## src/rtl/clock_time_ctrl_if.sv

```systemverilog
// Bus between the clock sequencing controller and the H:M:S counter chain / user inputs.
interface clock_time_ctrl_if;
  logic       tick;
  logic       btn_mode;
  logic       btn_inc;
  logic       sec_co;
  logic       min_co;
  logic       sec_en;
  logic       min_en;
  logic       hr_en;
  logic       sec_clr;
  logic [1:0] mode;
  logic [2:0] blink_mask;
  logic       running;

  modport master (
    input  tick, btn_mode, btn_inc, sec_co, min_co,
    output sec_en, min_en, hr_en, sec_clr, mode, blink_mask, running
  );

  modport slave (
    output tick, btn_mode, btn_inc, sec_co, min_co,
    input  sec_en, min_en, hr_en, sec_clr, mode, blink_mask, running
  );
endinterface

```

## src/rtl/clock_time_ctrl.sv

```systemverilog
// Sequencing controller for the hour/minute/second BCD chain: routes tick/carries in
// run mode, steers increment pulses (with hold-to-repeat) while setting, and blinks
// the field being set.
//
// state   | meaning
// RUN     | timekeeping; tick and carry-outs drive the counter enables
// SET_HR  | clock frozen; inc pulses step the hours counter
// SET_MIN | clock frozen; inc pulses step minutes, minute wrap never reaches hours
// SET_SEC | clock frozen; inc pulses clear the seconds counter
module clock_time_ctrl #(
  parameter int unsigned      CNT_W      = 24,
  parameter logic [CNT_W-1:0] HOLD_CYC   = 24'd5000000,
  parameter logic [CNT_W-1:0] REPEAT_CYC = 24'd1000000,
  parameter logic [CNT_W-1:0] BLINK_CYC  = 24'd2500000
) (
  input  logic              clk,
  input  logic              r,
  clock_time_ctrl_if.master bus
);

  typedef enum logic [1:0] {
    RUN     = 2'b00,
    SET_HR  = 2'b01,
    SET_MIN = 2'b10,
    SET_SEC = 2'b11
  } state_t;

  localparam logic [CNT_W-1:0] ONE = {{(CNT_W-1){1'b0}}, 1'b1};

  state_t           state_q, state_d;
  logic             btn_prev;
  logic [CNT_W-1:0] hold_cnt, hold_cnt_d;
  logic [CNT_W-1:0] blink_cnt, blink_cnt_d;
  logic             phase_q, phase_d;   // 1 = field blanked
  logic [2:0]       mask_q, mask_d;
  logic             running_q;
  logic             inc_edge, inc_rpt, inc, inc_eff, blink_clr;
  logic             sec_en, min_en, hr_en, sec_clr;

  // Press edge gives the first pulse; later pulses come when the hold timer expires.
  assign inc_edge = bus.btn_inc & ~btn_prev;
  assign inc_rpt  = bus.btn_inc & btn_prev & (hold_cnt == '0);
  assign inc      = inc_edge | inc_rpt;
  assign inc_eff  = inc & (state_q != RUN);

  // Hold/repeat down-counter: HOLD_CYC after the press edge, then REPEAT_CYC per pulse.
  always_comb begin
    hold_cnt_d = hold_cnt;
    if (!bus.btn_inc) begin
      hold_cnt_d = '0;
    end else if (inc_edge) begin
      hold_cnt_d = HOLD_CYC - ONE;
    end else if (inc_rpt) begin
      hold_cnt_d = REPEAT_CYC - ONE;
    end else begin
      hold_cnt_d = hold_cnt - ONE;
    end
  end

  // Mode sequencing and enable steering; enables use the current state, zero latency.
  always_comb begin
    state_d = state_q;
    sec_en  = 1'b0;
    min_en  = 1'b0;
    hr_en   = 1'b0;
    sec_clr = 1'b0;
    case (state_q)
      RUN: begin
        if (bus.btn_mode) state_d = SET_HR;
        sec_en = bus.tick;
        min_en = bus.sec_co;
        hr_en  = bus.min_co;
      end
      SET_HR: begin
        if (bus.btn_mode) state_d = SET_MIN;
        hr_en = inc;
      end
      SET_MIN: begin
        if (bus.btn_mode) state_d = SET_SEC;
        min_en = inc;
      end
      SET_SEC: begin
        if (bus.btn_mode) state_d = RUN;
        sec_clr = inc;
      end
    endcase
  end

  // Blink timer: restart lit on any state change or effective inc, toggle each half-period.
  assign blink_clr = (state_d != state_q) | inc_eff;

  always_comb begin
    blink_cnt_d = blink_cnt - ONE;
    phase_d     = phase_q;
    if (blink_clr || state_q == RUN) begin
      blink_cnt_d = BLINK_CYC - ONE;
      phase_d     = 1'b0;
    end else if (blink_cnt == '0) begin
      blink_cnt_d = BLINK_CYC - ONE;
      phase_d     = ~phase_q;
    end
  end

  // Next blink mask: one-hot of the selected field while blanked.
  always_comb begin
    mask_d = 3'b000;
    if (phase_d) begin
      case (state_d)
        SET_HR:  mask_d = 3'b100;
        SET_MIN: mask_d = 3'b010;
        SET_SEC: mask_d = 3'b001;
        default: mask_d = 3'b000;
      endcase
    end
  end

  // State register.
  always_ff @(posedge clk or negedge r) begin
    if (!r) state_q <= RUN;
    else    state_q <= state_d;
  end

  // Increment-button history and hold timer.
  always_ff @(posedge clk or negedge r) begin
    if (!r) begin
      btn_prev <= 1'b0;
      hold_cnt <= '0;
    end else begin
      btn_prev <= bus.btn_inc;
      hold_cnt <= hold_cnt_d;
    end
  end

  // Blink timer and phase.
  always_ff @(posedge clk or negedge r) begin
    if (!r) begin
      blink_cnt <= '0;
      phase_q   <= 1'b0;
    end else begin
      blink_cnt <= blink_cnt_d;
      phase_q   <= phase_d;
    end
  end

  // Registered status outputs so the display side sees glitch-free values.
  always_ff @(posedge clk or negedge r) begin
    if (!r) begin
      mask_q    <= 3'b000;
      running_q <= 1'b1;
    end else begin
      mask_q    <= mask_d;
      running_q <= (state_d == RUN);
    end
  end

  // Enables are forced off while reset is asserted, independent of the clock.
  assign bus.sec_en     = r & sec_en;
  assign bus.min_en     = r & min_en;
  assign bus.hr_en      = r & hr_en;
  assign bus.sec_clr    = r & sec_clr;
  assign bus.mode       = state_q;
  assign bus.blink_mask = mask_q;
  assign bus.running    = running_q;

endmodule

```

## src/flat_wrapper.sv

```systemverilog
// flat-port wrapper written by rule: the top's interface ports become plain ports
module clock_time_ctrl_flat 
#(
  parameter int unsigned      CNT_W      = 24,
  parameter logic [CNT_W-1:0] HOLD_CYC   = 24'd5000000,
  parameter logic [CNT_W-1:0] REPEAT_CYC = 24'd1000000,
  parameter logic [CNT_W-1:0] BLINK_CYC  = 24'd2500000
)
  (clk, r, bus_tick, bus_btn_mode, bus_btn_inc, bus_sec_co, bus_min_co, bus_sec_en, bus_min_en, bus_hr_en, bus_sec_clr, bus_mode, bus_blink_mask, bus_running);
  clock_time_ctrl_if bus_i ();
  input  logic clk;
  input  logic r;
  input wire logic [$bits(bus_i.tick)-1:0] bus_tick;
  input wire logic [$bits(bus_i.btn_mode)-1:0] bus_btn_mode;
  input wire logic [$bits(bus_i.btn_inc)-1:0] bus_btn_inc;
  input wire logic [$bits(bus_i.sec_co)-1:0] bus_sec_co;
  input wire logic [$bits(bus_i.min_co)-1:0] bus_min_co;
  output wire logic [$bits(bus_i.sec_en)-1:0] bus_sec_en;
  output wire logic [$bits(bus_i.min_en)-1:0] bus_min_en;
  output wire logic [$bits(bus_i.hr_en)-1:0] bus_hr_en;
  output wire logic [$bits(bus_i.sec_clr)-1:0] bus_sec_clr;
  output wire logic [$bits(bus_i.mode)-1:0] bus_mode;
  output wire logic [$bits(bus_i.blink_mask)-1:0] bus_blink_mask;
  output wire logic [$bits(bus_i.running)-1:0] bus_running;
  assign bus_i.tick = bus_tick;
  assign bus_i.btn_mode = bus_btn_mode;
  assign bus_i.btn_inc = bus_btn_inc;
  assign bus_i.sec_co = bus_sec_co;
  assign bus_i.min_co = bus_min_co;
  assign bus_sec_en = bus_i.sec_en;
  assign bus_min_en = bus_i.min_en;
  assign bus_hr_en = bus_i.hr_en;
  assign bus_sec_clr = bus_i.sec_clr;
  assign bus_mode = bus_i.mode;
  assign bus_blink_mask = bus_i.blink_mask;
  assign bus_running = bus_i.running;
  clock_time_ctrl #(.CNT_W(CNT_W), .HOLD_CYC(HOLD_CYC), .REPEAT_CYC(REPEAT_CYC), .BLINK_CYC(BLINK_CYC)) u_core (.clk(clk), .r(r), .bus(bus_i));
endmodule
```

## config.mk

```make
export PLATFORM = sky130hd
export DESIGN_NAME = clock_time_ctrl_flat
export DESIGN_NICKNAME = d
export VERILOG_FILES = /design/src/rtl/clock_time_ctrl_if.sv /design/src/rtl/clock_time_ctrl.sv /design/src/flat_wrapper.sv
export SDC_FILE = /design/constraint.sdc
export NUM_CORES = 1
export LEC_CHECK = 0
export ABC_AREA = 1
export BUFFER_PORTS_ARGS = -buffer_cell sky130_fd_sc_hd__buf_2
export CELL_PAD_IN_SITES_DETAIL_PLACEMENT = 0
export CELL_PAD_IN_SITES_GLOBAL_PLACEMENT = 2
export CORE_MARGIN = 4
export CORE_UTILIZATION = 38
export DETAILED_ROUTE_END_ITERATION = 6
export GPL_TIMING_DRIVEN = 0
export PLACE_DENSITY_LB_ADDON = 0.1
export SYNTH_ARGS = -nofsm -noshare
export SYNTH_HDL_FRONTEND = slang
export SYNTH_SLANG_ARGS = --single-unit
export TNS_END_PERCENT = 30
```

## constraint.sdc

```tcl
create_clock -name clk -period 3.2 [get_ports clk]
set_input_delay 0.64 -clock clk [delete_from_list [all_inputs] [get_ports clk]]
set_output_delay 0.64 -clock clk [all_outputs]
set_load 0.02 [all_outputs]
```

=== Word level (Yosys, flattened, before mapping) ===
Index checks and enable logic that the tools add are counted.

* Output and inout port bits: 10
* Register bits: 56
* Input port bits: 7
* Logic and storage cells: 52

* Bitwise gates (word level): 12
* Reductions and logical operators: 6
* Equality and inequality tests: 7
* Mux-type cells: 18
* Add/sub/neg operators: 2

{| class="wikitable"
|+ Operator list
! kind !! number
|-
| 24-bit two-way mux || 5
|-
| 24-bit logical NOT || 2
|-
| 24-bit by 1-bit subtractor with 24-bit output (second input constant) || 2
|-
| 3-bit case mux with 3 select lines || 1
|-
| 1-bit bitwise AND || 8
|-
| 2-bit == test (second input constant) || 4
|-
| 2-bit two-way mux || 4
|-
| 2-bit case mux with 4 select lines || 1
|-
| 2-bit by 1-bit == test with 1-bit output (second input constant) || 2
|-
| 2-bit logical NOT || 2
|-
| 1-bit two-way mux || 4
|-
| 1-bit case mux with 2 select lines || 2
|-
| 3-bit two-way mux || 1
|-
| 2-bit inequality test || 1
|-
| 1-bit NOT || 2
|-
| 1-bit bitwise OR || 2
|-
| 2-bit nonzero test || 1
|-
| 1-bit logical OR || 1
|}

=== Depth between registers and ports, before layout ===
* Word-level depth: 8
* Depth in mapped cells: 10
* Mapped depth without buffers: 10

=== Worst setup path after synthesis ===
OpenSTA, ideal clock, no wires.

* Path type: register -> output
* Start point: register u_core.hold_cnt[0]
* End point: output bus_sec_clr
* Data arrival time: 1.618 ns
* Data required time: 2.560 ns
* Path slack: 0.942 ns
* Stages on the path, launching flop included: 9
* Cell sequence: dfrtp_1 > inv_1 > ha_1 > nand2_1 > nor2_4 > nand3_1 > nor2_1 > nor2_2 > nor3_1

* Word-level cells in the longest chain between the ends: 5

{| class="wikitable"
|+ RTL lines
! item !! line !! text
|-
| start, declared || clock_time_ctrl.sv:32 || <nowiki>logic [CNT_W-1:0] hold_cnt, hold_cnt_d;</nowiki>
|-
| start signal, assigned || clock_time_ctrl.sv:130 || <nowiki>hold_cnt <= hold_cnt_d;</nowiki>
|-
| 24-bit logical NOT || clock_time_ctrl.sv:42 || <nowiki>assign inc_rpt = bus.btn_inc & btn_prev & (hold_cnt == '0);</nowiki>
|-
| 1-bit bitwise AND || clock_time_ctrl.sv:42 ||
|-
| 1-bit bitwise OR || clock_time_ctrl.sv:43 || <nowiki>assign inc = inc_edge | inc_rpt;</nowiki>
|-
| 1-bit two-way mux || clock_time_ctrl.sv:67 || <nowiki>case (state_q)</nowiki>
|-
| 1-bit bitwise AND || clock_time_ctrl.sv:160 || <nowiki>assign bus.sec_clr = r & sec_clr;</nowiki>
|-
| end, declared || flat_wrapper.sv:21 || <nowiki>output wire logic [$bits(bus_i.sec_clr)-1:0] bus_sec_clr;</nowiki>
|}

No other way between the ends.

=== Worst setup path after layout ===
Ends and elaborated chain as after synthesis.

==> flow_metrics.env <==
export IMPL_fin_hold_ws_ps=407
export IMPL_row_count=34
export IMPL_vdd_ir_drop_worst_mv=0.412
export IMPL_post_drt_wl_per_cell_um=13.4
export IMPL_root_buffer="clkbuf_8"
export IMPL_synth_edf_count=0
export IMPL_clk_latency_ps=310
export IMPL_synthCells=463
export IMPL_place_ws_ps=407
export IMPL_ys_seq_area_share_pct=41.6
export IMPL_grtUsageMet2_pct=24.7
export IMPL_vias=2863
export IMPL_worstRegToRegCells=9
export IMPL_arrival_ps=2120
export IMPL_area_growth_pct=9.87
export IMPL_synth_seq_cells=56
export IMPL_end_kind="output port"
export IMPL_busiest_layer="met2"
export IMPL_drc=0
export IMPL_relSlewSlack_pct=46.1
export IMPL_finalCoreUtilization_pct=42.7
export IMPL_cts_resized=0
export IMPL_syn_nets=473
export IMPL_dpl_cell_area_mm2=0.00361
export IMPL_synthArstFlopShare_pct=100
export IMPL_hold_class="primary input to async pin"
export IMPL_fin_cells=596
export IMPL_grt_usage_pct=16.3
export IMPL_setup_viol=0
export IMPL_cts_num_sinks=56
export IMPL_place_congestion=0.851
export IMPL_layout_commonest_cell="nand2_1"
export IMPL_worstPathMaxFanout=7
export IMPL_grtUsageMet1_pct=24.6
export IMPL_ys_flop_type="dfrtp_1"
export IMPL_antenna_found_initial=0
export IMPL_met3_usage_pct=2.18
export IMPL_crit_type="flop to output port"
export IMPL_power_density_mw_per_mm2=473
export IMPL_dp_hpwl_mm=6.09
export IMPL_worst_pin_slew_ps=808
export IMPL_first_iter_violations=100
export IMPL_syn_area_mm2=0.00337
export IMPL_dieArea_mm2=0.0104
export IMPL_path_clk_slew_ps=110
export IMPL_grt_ovfl_total=0
export IMPL_final_hold_viol_count=0
export IMPL_synth_distinct_cells=31
export IMPL_firstDrtPassIters=4
export IMPL_nets=497
export IMPL_period_share_pct=86.3
export IMPL_layout_min_cycle_time_ps=2760
export IMPL_place_inst=588
export IMPL_cap_viol_max_count=0
export IMPL_fin_area_mm2=0.00371
export IMPL_n_antenna_cell=0
export IMPL_drv_slew=0
export IMPL_tns_ps=0
export IMPL_initial_utilization_pct=38.9
export IMPL_power_mw=1.75
export IMPL_fillers=898
export IMPL_via_per_inst=4.80
export IMPL_avgSynthCellArea_um2=7.29
export IMPL_postCtsHoldBufs=0
export IMPL_io_buffers=16
export IMPL_core_area_mm2=0.00868
export IMPL_critPathLaunchType="flop"
export IMPL_grt_max_degree=33
export IMPL_drive_above_1_share_pct=14.5
export IMPL_fin_worst_skew_ps=8.57
export IMPL_yosys_warnings=0
export IMPL_status="finished, final reports clean"
export IMPL_fmax_mhz=362
export IMPL_power_leakage_nw=1.77
export IMPL_post_cts_buffers=0
export IMPL_final_cell_mix="nand2_1, nor2_1, dfrtp_1"
export IMPL_cts_buffer_depth=2
export IMPL_grt_setup_unrepaired="no"
export IMPL_layout_setup_ws_ps=438
export IMPL_numCtsBuffers=5
export IMPL_totalWireLength_mm=7.96
export IMPL_fp_dieW_um=102
export IMPL_ant_nets=0
export IMPL_cts_tree="done"
export IMPL_first_global_vias=2732
export IMPL_io_pin_count=17
export IMPL_cp_required_ps=2560
export IMPL_die_h_um=102
export IMPL_htreeDepth=2
export IMPL_grt_pass1_wl_mm=13.4
## layout make-up
cell class / count / area, um2 / share of cell area (%)
sequential: 56 / 1400 / 37.8
buffer: 5 / 45.0 / 1.22
clock buffer: 6 / 82.6 / 2.23
timing repair buffer: 17 / 100 / 2.70
clock inverter: 2 / 15.0 / 0.405
inverter: 54 / 205 / 5.54
tap: 108 / 135 / 3.65
multi-input combinational: 348 / 1720 / 46.4
## synthesized netlist by cell type, types with 2 or more instances
library cell	count	area share (%)
buf_2	2	0.30
o21ai_0	12	1.8
ha_1	3	1.1
a21oi_1	6	0.89
nor2_1	97	11
xnor2_1	11	2.9
nand2_2	4	0.74
nor2_4	9	3.0
xor2_1	8	2.1
nor3_1	9	1.3
nand2_1	102	11
dfrtp_1	55	41
nor2_2	18	3.3
nand3_1	51	7.6
nand4_1	4	0.74
or2_2	5	0.93
inv_1	53	5.9
## power by group
| group | leakage (nW) | switching [mW] | total [mW] | internal [mW] |
|---|---|---|---|---|
| logic | 1.03 | 0.349 | 0.525 | 0.176 |
| clock network | 0.0434 | 0.241 | 0.417 | 0.176 |
| registers | 0.694 | 0.0494 | 0.812 | 0.762 |
| total | 1.77 | 0.639 | 1.75 | 1.11 |
## state kept, by name, indices dropped and copies added (netlist names)
register               flops
u_core.blink_cnt          24
u_core.hold_cnt           24
u_core.bus.blink_mask      3
u_core.bus.mode            2
u_core.btn_prev            1
u_core.bus.running         1
u_core.phase_q             1
## final timing paths
kind	startpoint	end	slack [ps]
setup / recovery	u_core.hold_cnt[0]	bus_sec_clr	440
hold / removal	r	u_core.blink_cnt[14]	410
setup reg to reg	u_core.hold_cnt[0]	u_core.bus.blink_mask[1]	1190
hold reg to reg	u_core.blink_cnt[0]	u_core.blink_cnt[0]	480
max in group asynchronous	r	u_core.bus.running	2090
min in group clk	u_core.blink_cnt[0]	u_core.blink_cnt[0]	480
## logic make-up (layout without fill, tap and decap cells)
logic type	count (synthesis)	after routing	synth area share (%)
XOR/XNOR	19	19	4.93
buffers and inverters	59	84	7.42
flip-flops	56	56	41.6
AO/OA/AOI/OAI	21	21	3.34
adder cells (fa/ha/maj)	3	3	1.11
AND/OR/NAND/NOR	305	305	41.6
## layer usage
layer	up-vias	share of wire (%)
li1	1481	-
met1	1343	53
met2	31	43
met3	8	2.7
met4	0	1.3
met5	-	0
## critical path, stage by stage (launching register included)
cell	delay, ps
dfrtp_1	440
inv_1	130
ha_1	270
nand2_1	120
nor2_4	140
nand3_1	90
nor2_1	120
nor2_2	120
nor3_1	170
buf_2	200
Note: power is estimated with default switching activity, not from simulation.
